[src/rtl/tv80_bus_arbiter_pkg.sv]
// Shared types for the TV80 bus arbiter: FSM state encoding, limits and the
// round-robin search used by the picker.
package tv80_arb_pkg;

  localparam int MAX_NREQ = 8;
  localparam logic [7:0] WDOG_LIMIT = 8'hFF;

  typedef enum logic [2:0] {
    ST_CPU    = 3'd0,
    ST_REQ    = 3'd1,
    ST_SETTLE = 3'd2,
    ST_GRANT  = 3'd3,
    ST_REL    = 3'd4
  } arb_state_e;

  typedef struct packed {
    logic       valid;
    logic [2:0] idx;
  } pick_t;

  // First set bit at or after ptr, wrapping modulo nreq; ptr must be < nreq.
  function automatic pick_t rr_pick(input logic [MAX_NREQ-1:0] req,
                                    input logic [2:0] ptr,
                                    input int nreq);
    pick_t r;
    int k;
    r = '{valid: 1'b0, idx: 3'd0};
    // Scan from the far end so the closest hit to ptr is written last.
    for (int i = MAX_NREQ - 1; i >= 0; i--) begin
      if (i < nreq) begin
        k = int'(ptr) + i;
        if (k >= nreq) k = k - nreq;
        if (req[k[2:0]]) begin
          r.valid = 1'b1;
          r.idx   = k[2:0];
        end
      end
    end
    return r;
  endfunction

endpackage

[src/rtl/tv80_bus_arbiter_if.sv]
// Bus-sharing handshake between the arbiter (master modport) and the core,
// secondary masters and memory mux (slave modport).
interface tv80_bus_arbiter_if #(parameter int NREQ = 2) ();
  // i_req is a level held by a master until it is done; o_gnt is a registered
  // one-hot grant, and a master owns the bus exactly while its o_gnt bit is set.
  logic                     o_busrq_n;
  logic                     i_busak_n;
  logic [NREQ-1:0]          i_req;
  logic [NREQ-1:0]          o_gnt;
  logic                     o_cpu_owns;
  logic [2:0]               o_sel;
  logic                     o_timeout;
  tv80_arb_pkg::arb_state_e o_state;

  modport master (
    output o_busrq_n, o_gnt, o_cpu_owns, o_sel, o_timeout, o_state,
    input  i_busak_n, i_req
  );

  modport slave (
    input  o_busrq_n, o_gnt, o_cpu_owns, o_sel, o_timeout, o_state,
    output i_busak_n, i_req
  );
endinterface

[src/rtl/tv80_bus_arbiter_rr_picker.sv]
// Combinational round-robin search: first requester at or after ptr_i.
module tv80_rr_picker
  import tv80_arb_pkg::*;
#(
  parameter int NREQ = 2
) (
  input  logic [NREQ-1:0] req_i,
  input  logic [2:0]      ptr_i,
  output logic            valid_o,
  output logic [2:0]      idx_o
);
  logic [MAX_NREQ-1:0] req_ext;
  pick_t               pick;

  assign req_ext = MAX_NREQ'(req_i);
  assign pick    = rr_pick(req_ext, ptr_i, NREQ);
  assign valid_o = pick.valid;
  assign idx_o   = pick.idx;
endmodule

[src/rtl/tv80_bus_arbiter.sv]
// Parks the TV80 via BUSRQ_n/BUSAK_n and grants the bus round-robin to NREQ
// secondary masters. Optional grant watchdog: define TV80_ARB_WATCHDOG_EN.
module tv80_bus_arbiter
  import tv80_arb_pkg::*;
#(
  parameter int NREQ   = 2,
  parameter int SETTLE = 1
) (
  input logic              i_clk,
  input logic              i_reset_btn,
  tv80_bus_arbiter_if.master bus
);
  arb_state_e      state_q, state_d;
  logic            busrq_n_q, busrq_n_d;
  logic            cpu_owns_q, cpu_owns_d;
  logic [NREQ-1:0] gnt_q, gnt_d;
  logic [2:0]      sel_q, sel_d;
  logic [2:0]      ptr_q, ptr_d;
  logic [1:0]      settle_q, settle_d;

  logic [NREQ-1:0] blocked, elig, sel_mask, pick_req;
  logic [2:0]      sel_inc, pick_ptr, pick_idx;
  logic            pick_valid, req_sel, wdog_hit, try_pick, go_rel, grant_load;

  assign elig     = bus.i_req & ~blocked;
  assign sel_mask = NREQ'(1'b1) << sel_q;
  assign req_sel  = |(bus.i_req & sel_mask);
  assign sel_inc  = (int'(sel_q) == NREQ - 1) ? 3'd0 : sel_q + 3'd1;

  // On a hand-over the outgoing master is excluded and the search starts just after it.
  assign pick_req = (state_q == ST_GRANT) ? (elig & ~sel_mask) : elig;
  assign pick_ptr = (state_q == ST_GRANT) ? sel_inc : ptr_q;

  tv80_rr_picker #(.NREQ(NREQ)) u_picker (
    .req_i   (pick_req),
    .ptr_i   (pick_ptr),
    .valid_o (pick_valid),
    .idx_o   (pick_idx)
  );

  always_comb begin
    state_d    = state_q;
    busrq_n_d  = busrq_n_q;
    cpu_owns_d = cpu_owns_q;
    gnt_d      = gnt_q;
    sel_d      = sel_q;
    ptr_d      = ptr_q;
    settle_d   = settle_q;
    try_pick   = 1'b0;
    go_rel     = 1'b0;
    grant_load = 1'b0;
    case (state_q)
      ST_CPU: begin
        if (|elig) begin
          busrq_n_d = 1'b0;
          state_d   = ST_REQ;
        end
      end
      ST_REQ: begin
        if (!(|elig)) begin
          go_rel = 1'b1;
        end else if (!bus.i_busak_n) begin
          if (SETTLE == 0) begin
            try_pick = 1'b1;
          end else begin
            settle_d = 2'd0;
            state_d  = ST_SETTLE;
          end
        end
      end
      ST_SETTLE: begin
        if (settle_q == 2'(SETTLE - 1)) try_pick = 1'b1;
        else                            settle_d = settle_q + 2'd1;
      end
      ST_GRANT: begin
        if (!req_sel || wdog_hit) begin
          ptr_d    = sel_inc;
          try_pick = 1'b1;
        end
      end
      ST_REL: begin
        if (bus.i_busak_n) state_d = ST_CPU;
      end
      default: go_rel = 1'b1;
    endcase

    if (try_pick) begin
      if (pick_valid) begin
        gnt_d      = NREQ'(1'b1) << pick_idx;
        sel_d      = pick_idx;
        cpu_owns_d = 1'b0;
        state_d    = ST_GRANT;
        grant_load = 1'b1;
      end else begin
        go_rel = 1'b1;
      end
    end

    // Mux select returns to the core together with BUSRQ_n release.
    if (go_rel) begin
      gnt_d      = '0;
      sel_d      = 3'd0;
      cpu_owns_d = 1'b1;
      busrq_n_d  = 1'b1;
      state_d    = ST_REL;
    end
  end

  always_ff @(posedge i_clk or posedge i_reset_btn) begin
    if (i_reset_btn) begin
      state_q    <= ST_CPU;
      busrq_n_q  <= 1'b1;
      cpu_owns_q <= 1'b1;
      gnt_q      <= '0;
      sel_q      <= 3'd0;
      ptr_q      <= 3'd0;
      settle_q   <= 2'd0;
    end else begin
      state_q    <= state_d;
      busrq_n_q  <= busrq_n_d;
      cpu_owns_q <= cpu_owns_d;
      gnt_q      <= gnt_d;
      sel_q      <= sel_d;
      ptr_q      <= ptr_d;
      settle_q   <= settle_d;
    end
  end

`ifdef TV80_ARB_WATCHDOG_EN
  logic [7:0]      wdog_q, wdog_d;
  logic            timeout_q, timeout_d;
  logic [NREQ-1:0] blocked_q, blocked_d;

  assign wdog_hit = (wdog_q == WDOG_LIMIT);
  assign blocked  = blocked_q;

  // A revoked master stays masked until it lowers its request.
  always_comb begin
    wdog_d    = wdog_q;
    timeout_d = 1'b0;
    blocked_d = blocked_q & bus.i_req;
    if (grant_load)                 wdog_d = 8'd0;
    else if (state_q == ST_GRANT)   wdog_d = wdog_q + 8'd1;
    if (state_q == ST_GRANT && wdog_hit) begin
      timeout_d = 1'b1;
      blocked_d = blocked_d | sel_mask;
    end
  end

  always_ff @(posedge i_clk or posedge i_reset_btn) begin
    if (i_reset_btn) begin
      wdog_q    <= 8'd0;
      timeout_q <= 1'b0;
      blocked_q <= '0;
    end else begin
      wdog_q    <= wdog_d;
      timeout_q <= timeout_d;
      blocked_q <= blocked_d;
    end
  end

  assign bus.o_timeout = timeout_q;
`else
  assign wdog_hit      = 1'b0;
  assign blocked       = '0;
  assign bus.o_timeout = 1'b0;
`endif

  assign bus.o_busrq_n  = busrq_n_q;
  assign bus.o_gnt      = gnt_q;
  assign bus.o_cpu_owns = cpu_owns_q;
  assign bus.o_sel      = sel_q;
  assign bus.o_state    = state_q;
endmodule
[src/flat_wrapper.sv]
// flat-port wrapper written by rule: the top's interface ports become plain ports
module tv80_bus_arbiter_flat import tv80_arb_pkg::*;
#(
  parameter int NREQ   = 2,
  parameter int SETTLE = 1
)
  (i_clk, i_reset_btn, bus_o_busrq_n, bus_o_gnt, bus_o_cpu_owns, bus_o_sel, bus_o_timeout, bus_o_state, bus_i_busak_n, bus_i_req);
  tv80_bus_arbiter_if #(.NREQ(NREQ)) bus_i ();
  input logic i_clk;
  input logic i_reset_btn;
  output wire logic [$bits(bus_i.o_busrq_n)-1:0] bus_o_busrq_n;
  output wire logic [$bits(bus_i.o_gnt)-1:0] bus_o_gnt;
  output wire logic [$bits(bus_i.o_cpu_owns)-1:0] bus_o_cpu_owns;
  output wire logic [$bits(bus_i.o_sel)-1:0] bus_o_sel;
  output wire logic [$bits(bus_i.o_timeout)-1:0] bus_o_timeout;
  output wire logic [$bits(bus_i.o_state)-1:0] bus_o_state;
  input wire logic [$bits(bus_i.i_busak_n)-1:0] bus_i_busak_n;
  input wire logic [$bits(bus_i.i_req)-1:0] bus_i_req;
  assign bus_o_busrq_n = bus_i.o_busrq_n;
  assign bus_o_gnt = bus_i.o_gnt;
  assign bus_o_cpu_owns = bus_i.o_cpu_owns;
  assign bus_o_sel = bus_i.o_sel;
  assign bus_o_timeout = bus_i.o_timeout;
  assign bus_o_state = bus_i.o_state;
  assign bus_i.i_busak_n = bus_i_busak_n;
  assign bus_i.i_req = bus_i_req;
  tv80_bus_arbiter #(.NREQ(NREQ), .SETTLE(SETTLE)) u_core (.i_clk(i_clk), .i_reset_btn(i_reset_btn), .bus(bus_i));
endmodule
[config.mk]
export PLATFORM = sky130hd
export DESIGN_NAME = tv80_bus_arbiter_flat
export DESIGN_NICKNAME = d
export VERILOG_FILES = /design/src/rtl/tv80_bus_arbiter_pkg.sv /design/src/rtl/tv80_bus_arbiter_if.sv /design/src/rtl/tv80_bus_arbiter_rr_picker.sv /design/src/rtl/tv80_bus_arbiter.sv /design/src/flat_wrapper.sv
export SDC_FILE = /design/constraint.sdc
export NUM_CORES = 1
export LEC_CHECK = 0
export ABC_CLOCK_PERIOD_IN_PS = 7300
export CORE_MARGIN = 5
export CORE_UTILIZATION = 46
export DETAILED_ROUTE_END_ITERATION = 8
export PLACE_DENSITY = 0.78
export SYNTH_ARGS = -nofsm -noshare
export SYNTH_HDL_FRONTEND = slang
export SYNTH_HIERARCHICAL = 1
export SYNTH_SLANG_ARGS = --single-unit
[constraint.sdc]
create_clock -name i_clk -period 7.3 [get_ports i_clk]
set_input_delay 0.73 -clock i_clk [delete_from_list [all_inputs] [get_ports i_clk]]
set_output_delay 0.73 -clock i_clk [all_outputs]
set_load 0.02 [all_outputs]
==> qor.txt, run 1 <==
Outcome: completed
I/O Pins: 16
# setup viols final: 0
Vias in the first global route: 858
Slew Limit Headroom: 57.0%
Leakage: 0.530 nW
Yosys warns: 6
Syn Inst Count: 114
Global-route usage over all layers: 14.3%
Critical path cell sequence: nand3b_1 > o21ai_0 > inv_1 > ha_1 > and4b_4 > o311ai_1 > nand4_1 > o21ai_2 > nand2b_1
Initial DRC count: 17
# hold bufs at CTS: 0
Crit Path Class: reg2reg
Req. time, crit path: 7.54 ns
Reg clk slew, reported paths: 0.09 ns
Ys async rst share: 100%
Final Max Tran Viols: 0
Cell variety after synth: 43
Number of instances in the placed design: 151
Post-synthesis sequential area ratio: 35.3%
CP max FO: 11
Final cell count without fillers: 155
Clock buffer depth: 2
Final HPWL DP: 1710 um
Share of cells above drive strength 1: 13.4%
Routability cong.: 0.775
CP max-delay cell: o21ai_0
Worst Path Arrival: 3.51 ns
Drt via density: 5.66
Area Overhead vs Synth: 15.0%
EDFF count, synth: 0
Sum Neg Setup Slack: 0 ns
ANT cells: 0
Row count: 17
Crit start category: flip-flop
Final Core Density: 55.7%
CTS H-tree lvls: 1
Clk_lat worst skew: 0.29 ns
Max Cap Viol: 0
Hold Path Class: reg2reg
Synthesized area: 1070 sq um
Die height: 58.3 um
Clk_skew: 0.00140 ns
Most common cell after layout, fill and taps aside: clkdlybuf4s50_1
Power Total: 0.437 mW
Core area: 2210 sq um
Ys flop type: dfrtp_1
Routed len/inst: 14.4 um
Starting density of the core: 48.4%
Cts bufs inserted: 3
Hold Fails Final Rpt: 0
CP peak stage delay: 0.60 ns
DRT antenna net count: 0
CTS tree: done
PwrDens: 355 nW/um^2
Die Area: 3390 sq um
Via count: 878
FMAX: 306 MHz
Post-layout minimum cycle time: 3.26 ns
Least-Margin Pin Slew: 0.638 ns
Grt total ovfl: 0
Initial antenna violation count: 0
First-pass GRT wire length: 3730 um
Largest net degree at the start of global routing: 16
Tcrit/Tclk final: 44.7%
Max rail drop VDD: 0.000163 V
PortBufs: 14
Final net count: 139
Post-CTS Setup Inserts: 0
# DRC: 0
DRT Pass-1 Iters: 4
Clock sinks: 15
Post-cts sizing count: 0
Most frequent cells in the layout: clkdlybuf4s50_1 (14), dfrtp_1 (13), nand2_1 (12), nor2_1 (9), inv_1 (8)
Final WL: 2230 um
Worst setup EP type: flip-flop
Mean Syn Cell Area: 9.39 sq um
Die width: 58.3 um
CTS Root Cell: clkbuf_4
Synth Register Bits: 15
RSZ-0062 raised after global routing: no
[state kept, by name (all words and copies together) (netlist names)]
signal and count:
u_core/settle_q 2, u_core/bus.o_state 3, u_core/bus.o_cpu_owns 1, u_core/bus.o_busrq_n 1, u_core/bus.o_sel 3, u_core/bus.o_gnt 2, u_core/ptr_q 3
[cells in the mapped netlist (2+ instances only)]
library cell	count	area, sq um
nand2b_1	3	18.8
ha_1	6	75.1
a21o_1	5	37.5
o21ai_0	3	15.0
nand2_1	12	45.0
a21boi_0	2	15.0
conb_1	2	7.51
a21o_2	2	17.5
a21oi_1	7	35.0
nand3_1	3	15.0
dfstp_2	2	52.6
inv_1	8	30.0
nand4_1	3	18.8
o22ai_1	2	12.5
buf_4	4	30.0
nor3_1	3	15.0
dfrtp_1	13	325
nor2_1	9	33.8
[kinds of logic (layout without fill, tap and decap cells)]
kind of cell               after synthesis  after routing  share of synthesized area [%]
AOI/OAI and AO/OA                       32             32                           24.7
xor gates and xnor gates                 2              2                           1.64
and+or+nand+nor                         40             40                           20.2
adders and majority gates                6              6                           7.01
buffers and inverters                   14             26                           7.13
other                                    2              3                          0.701
DFF                                     15             15                           35.3
muxes                                    3              3                           3.39
[worst paths after layout]
check / start / to / slack [ns] / cells after the start
min in group asynchronous: i_reset_btn / u_core/ptr_q[0] / 0.78 / 2
max in group asynchronous: i_reset_btn / u_core/bus.o_cpu_owns / 6.15 / 2
min: u_core/bus.o_busrq_n / u_core/bus.o_busrq_n / 0.48 / 2
max: u_core/bus.o_state[0] / u_core/bus.o_busrq_n / 4.04 / 9
min reg2reg: u_core/bus.o_busrq_n / u_core/bus.o_busrq_n / 0.48 / 2
max reg2reg: u_core/bus.o_state[0] / u_core/bus.o_busrq_n / 4.04 / 9
[routing by layer]
layer	GRT usage [%]	share of wire [%]	vias up
met1	16.2	43	415
li1	-	-	438
met5	0	0	-
met4	10.3	3.1	0
met3	2.00	3.1	7
met2	24.4	51	18
[critical path: cells and delay by family, from the launching register on]
kind | cells | cell delay [ns]
simple gates | 4 | 0.99
fa+ha+maj | 1 | 0.28
buf+inv | 1 | 0.18
flops | 1 | 0.58
compound gates | 3 | 1.18
[metrics by stage]
step                instance area, sq um  hold WS, ns  setup WS [ns]
floorplan                           1070        0.448           4.48
global placement                    1200        0.461           4.34
detailed placement                  1200        0.466           4.12
CTS                                 1230        0.480           4.10
global route                        1230        0.503           3.76
finish                              1230        0.477           4.04
[cell type report]
cell class                 instances  area (sq um)
sequential                        15           378
fill                             212           981
clock buffer                       3          22.5
clock inverter                     1          5.00
multi-input combinational         86           621
timing repair buffer              14           140
tap                               28          35.0
inverter                           8          30.0
[where the power goes]
part           leakage, nW  switching (mW)  internal (mW)
Clock               0.0177          0.0296         0.0204
Sequential           0.193          0.0386          0.112
Combinational        0.320           0.133          0.104
Power figures use the tool's default switching activity.
==> run 2, diff against run 1 <==
--- a/config.mk
+++ b/config.mk
@@ -5,7 +5,7 @@
 export SDC_FILE = /design/constraint.sdc
 export NUM_CORES = 1
 export LEC_CHECK = 0
-export ABC_CLOCK_PERIOD_IN_PS = 7300
+export ABC_CLOCK_PERIOD_IN_PS = 3200
 export CORE_MARGIN = 5
 export CORE_UTILIZATION = 46
 export DETAILED_ROUTE_END_ITERATION = 8
==> constraint.sdc (replaced) <==
create_clock -name i_clk -period 3.2 [get_ports i_clk]
set_input_delay 0.32 -clock i_clk [delete_from_list [all_inputs] [get_ports i_clk]]
set_output_delay 0.32 -clock i_clk [all_outputs]
set_load 0.02 [all_outputs]
==> qor.txt, run 2 (same netlist as run 1, synthesis figures left out) <==
Grt peak-use layer: met2
Final HPWL DP: 1860 um
Via count: 880
Routed len/inst: 14.8 um
Area Overhead vs Synth: 19.2%
CTS Root Cell: clkbuf_4
Critical path cell sequence: nand2_1 > mux2_2 > nor2_1 > a21o_1 > inv_1 > ha_1 > and3b_1 > o311ai_2 > nand4_1 > o21ai_2 > nand2b_1
DRT antenna net count: 0
Post-layout minimum cycle time: 2.86 ns
Starting density of the core: 48.4%
Routability cong.: 0.793
GR Layer Usage met1: 18.0%
Hold Path Class: in2async
Req. time, crit path: 3.44 ns
Initial antenna violation count: 0
CP max FO: 7
Worst setup EP type: flip-flop
I/O Pins: 16
Tcrit/Tclk final: 89.4%
Drt via density: 5.47
Clock buffer depth: 2
Max rail drop VDD: 0.000387 V
Met2 track demand over resource: 26.1%
Die height: 58.3 um
ANT cells: 0
CP max-delay cell: dfrtp_1
Sum Neg Setup Slack: 0 ns
Global-route usage over all layers: 15.5%
First-pass GRT wire length: 3910 um
FMAX: 350 MHz
# setup viols final: 0
RSZ-0062 raised after global routing: no
Worst Path Arrival: 3.10 ns
CP peak stage delay: 0.49 ns
Reg clk slew, reported paths: 0.10 ns
PwrDens: 822 nW/um^2
Leakage: 0.559 nW
CTS tree: done
Hold Fails Final Rpt: 0
Vias in the first global route: 850
Final cell count without fillers: 161
DRT Pass-1 Iters: 4
Cts bufs inserted: 3
Max Cap Viol: 0
CTS H-tree lvls: 1
Crit Path Class: reg2reg
GR Util met3: 3.34%
Most frequent cells in the layout: clkdlybuf4s50_1 (14), dfrtp_1 (13), nand2_1 (12), nor2_1 (9), inv_1 (8)
Crit start category: flip-flop
Outcome: completed
Core area: 2210 sq um
Die Area: 3390 sq um
Post-CTS Setup Inserts: 0
Largest net degree at the start of global routing: 16
# hold bufs at CTS: 0
Share of cells above drive strength 1: 17.3%
Slew Limit Headroom: 60.5%
Final WL: 2390 um
Number of instances in the placed design: 157
Initial DRC count: 19
Row count: 17
PortBufs: 14
Least-Margin Pin Slew: 0.592 ns
Clk_skew: 0.00102 ns
Die width: 58.3 um
Most common cell after layout, fill and taps aside: clkdlybuf4s50_1
Final net count: 145
Final Max Tran Viols: 0
# DRC: 0
Clk_lat worst skew: 0.29 ns
Clock sinks: 15
Grt total ovfl: 0
Post-cts sizing count: 0
==> run 2: cell types whose count changed in the layout (fill, tap and decap cells not counted), sizes merged <==
cell	before	now
buf	0	6
==> run 2: path summary, 6_finish.rpt <==
path	startpoint	endpoint	slack [ns]	cells after the start
setup / recovery	u_core/bus.o_sel[2]	u_core/bus.o_busrq_n	0.34	11
hold / removal	i_reset_btn	u_core/ptr_q[0]	0.39	2
setup reg to reg	u_core/bus.o_sel[2]	u_core/bus.o_busrq_n	0.34	11
hold reg to reg	u_core/ptr_q[0]	u_core/ptr_q[0]	0.49	2
max in group asynchronous	i_reset_btn	u_core/bus.o_sel[1]	2.43	2
min in group i_clk	u_core/ptr_q[0]	u_core/ptr_q[0]	0.49	2
==> run 2: report_power, final <==
part | total [mW] | internal (mW) | switching, mW
combinational | 0.640 | 0.274 | 0.367
clock | 0.113 | 0.0464 | 0.0661
sequential | 0.297 | 0.257 | 0.0401
==> run 2: through the flow <==
stage | setup slack (ns) | total power [mW] | instance area, sq um | hold WS, ns | utilization (%)
after global routing | 0.104 | 1.13 | 1280 | 0.440 | 57.7
after detailed placement | 0.349 | 0.939 | 1250 | 0.474 | 56.4
final | 0.340 | 1.05 | 1280 | 0.390 | 57.7
after CTS | 0.347 | 1.05 | 1280 | 0.404 | 57.7
after floorplan | 0.382 | 0.736 | 1070 | 0.220 | -
after global placement | 0.463 | 0.909 | 1250 | 0.460 | 56.4
==> run 2: final cells by class <==
type | count | area (sq um)
Clock buffer | 3 | 22.5
Clock inverter | 1 | 5.00
Fill cell | 210 | 936
Inverter | 8 | 30.0
Multi-Input combinational cell | 86 | 621
Sequential cell | 15 | 378
Tap cell | 28 | 35.0
Timing Repair Buffer | 20 | 185
==> run 2: worst max-delay path, delay by kind of cell (launching register included) <==
| family | cells | cell delay (ns) |
|---|---|---|
| compound gates | 3 | 0.80 |
| fa+ha+maj | 1 | 0.31 |
| buf+inv | 1 | 0.10 |
| flops | 1 | 0.49 |
| mux | 1 | 0.26 |
| simple gates | 5 | 0.86 |
==> run 2: per-layer routing <==
layer  vias to the layer above  part of all wire [%]
met2                        20                    50
met4                         0                   1.6
met5                         -                     0
met3                         4                   4.3
met1                       412                    44
li1                        444                     -
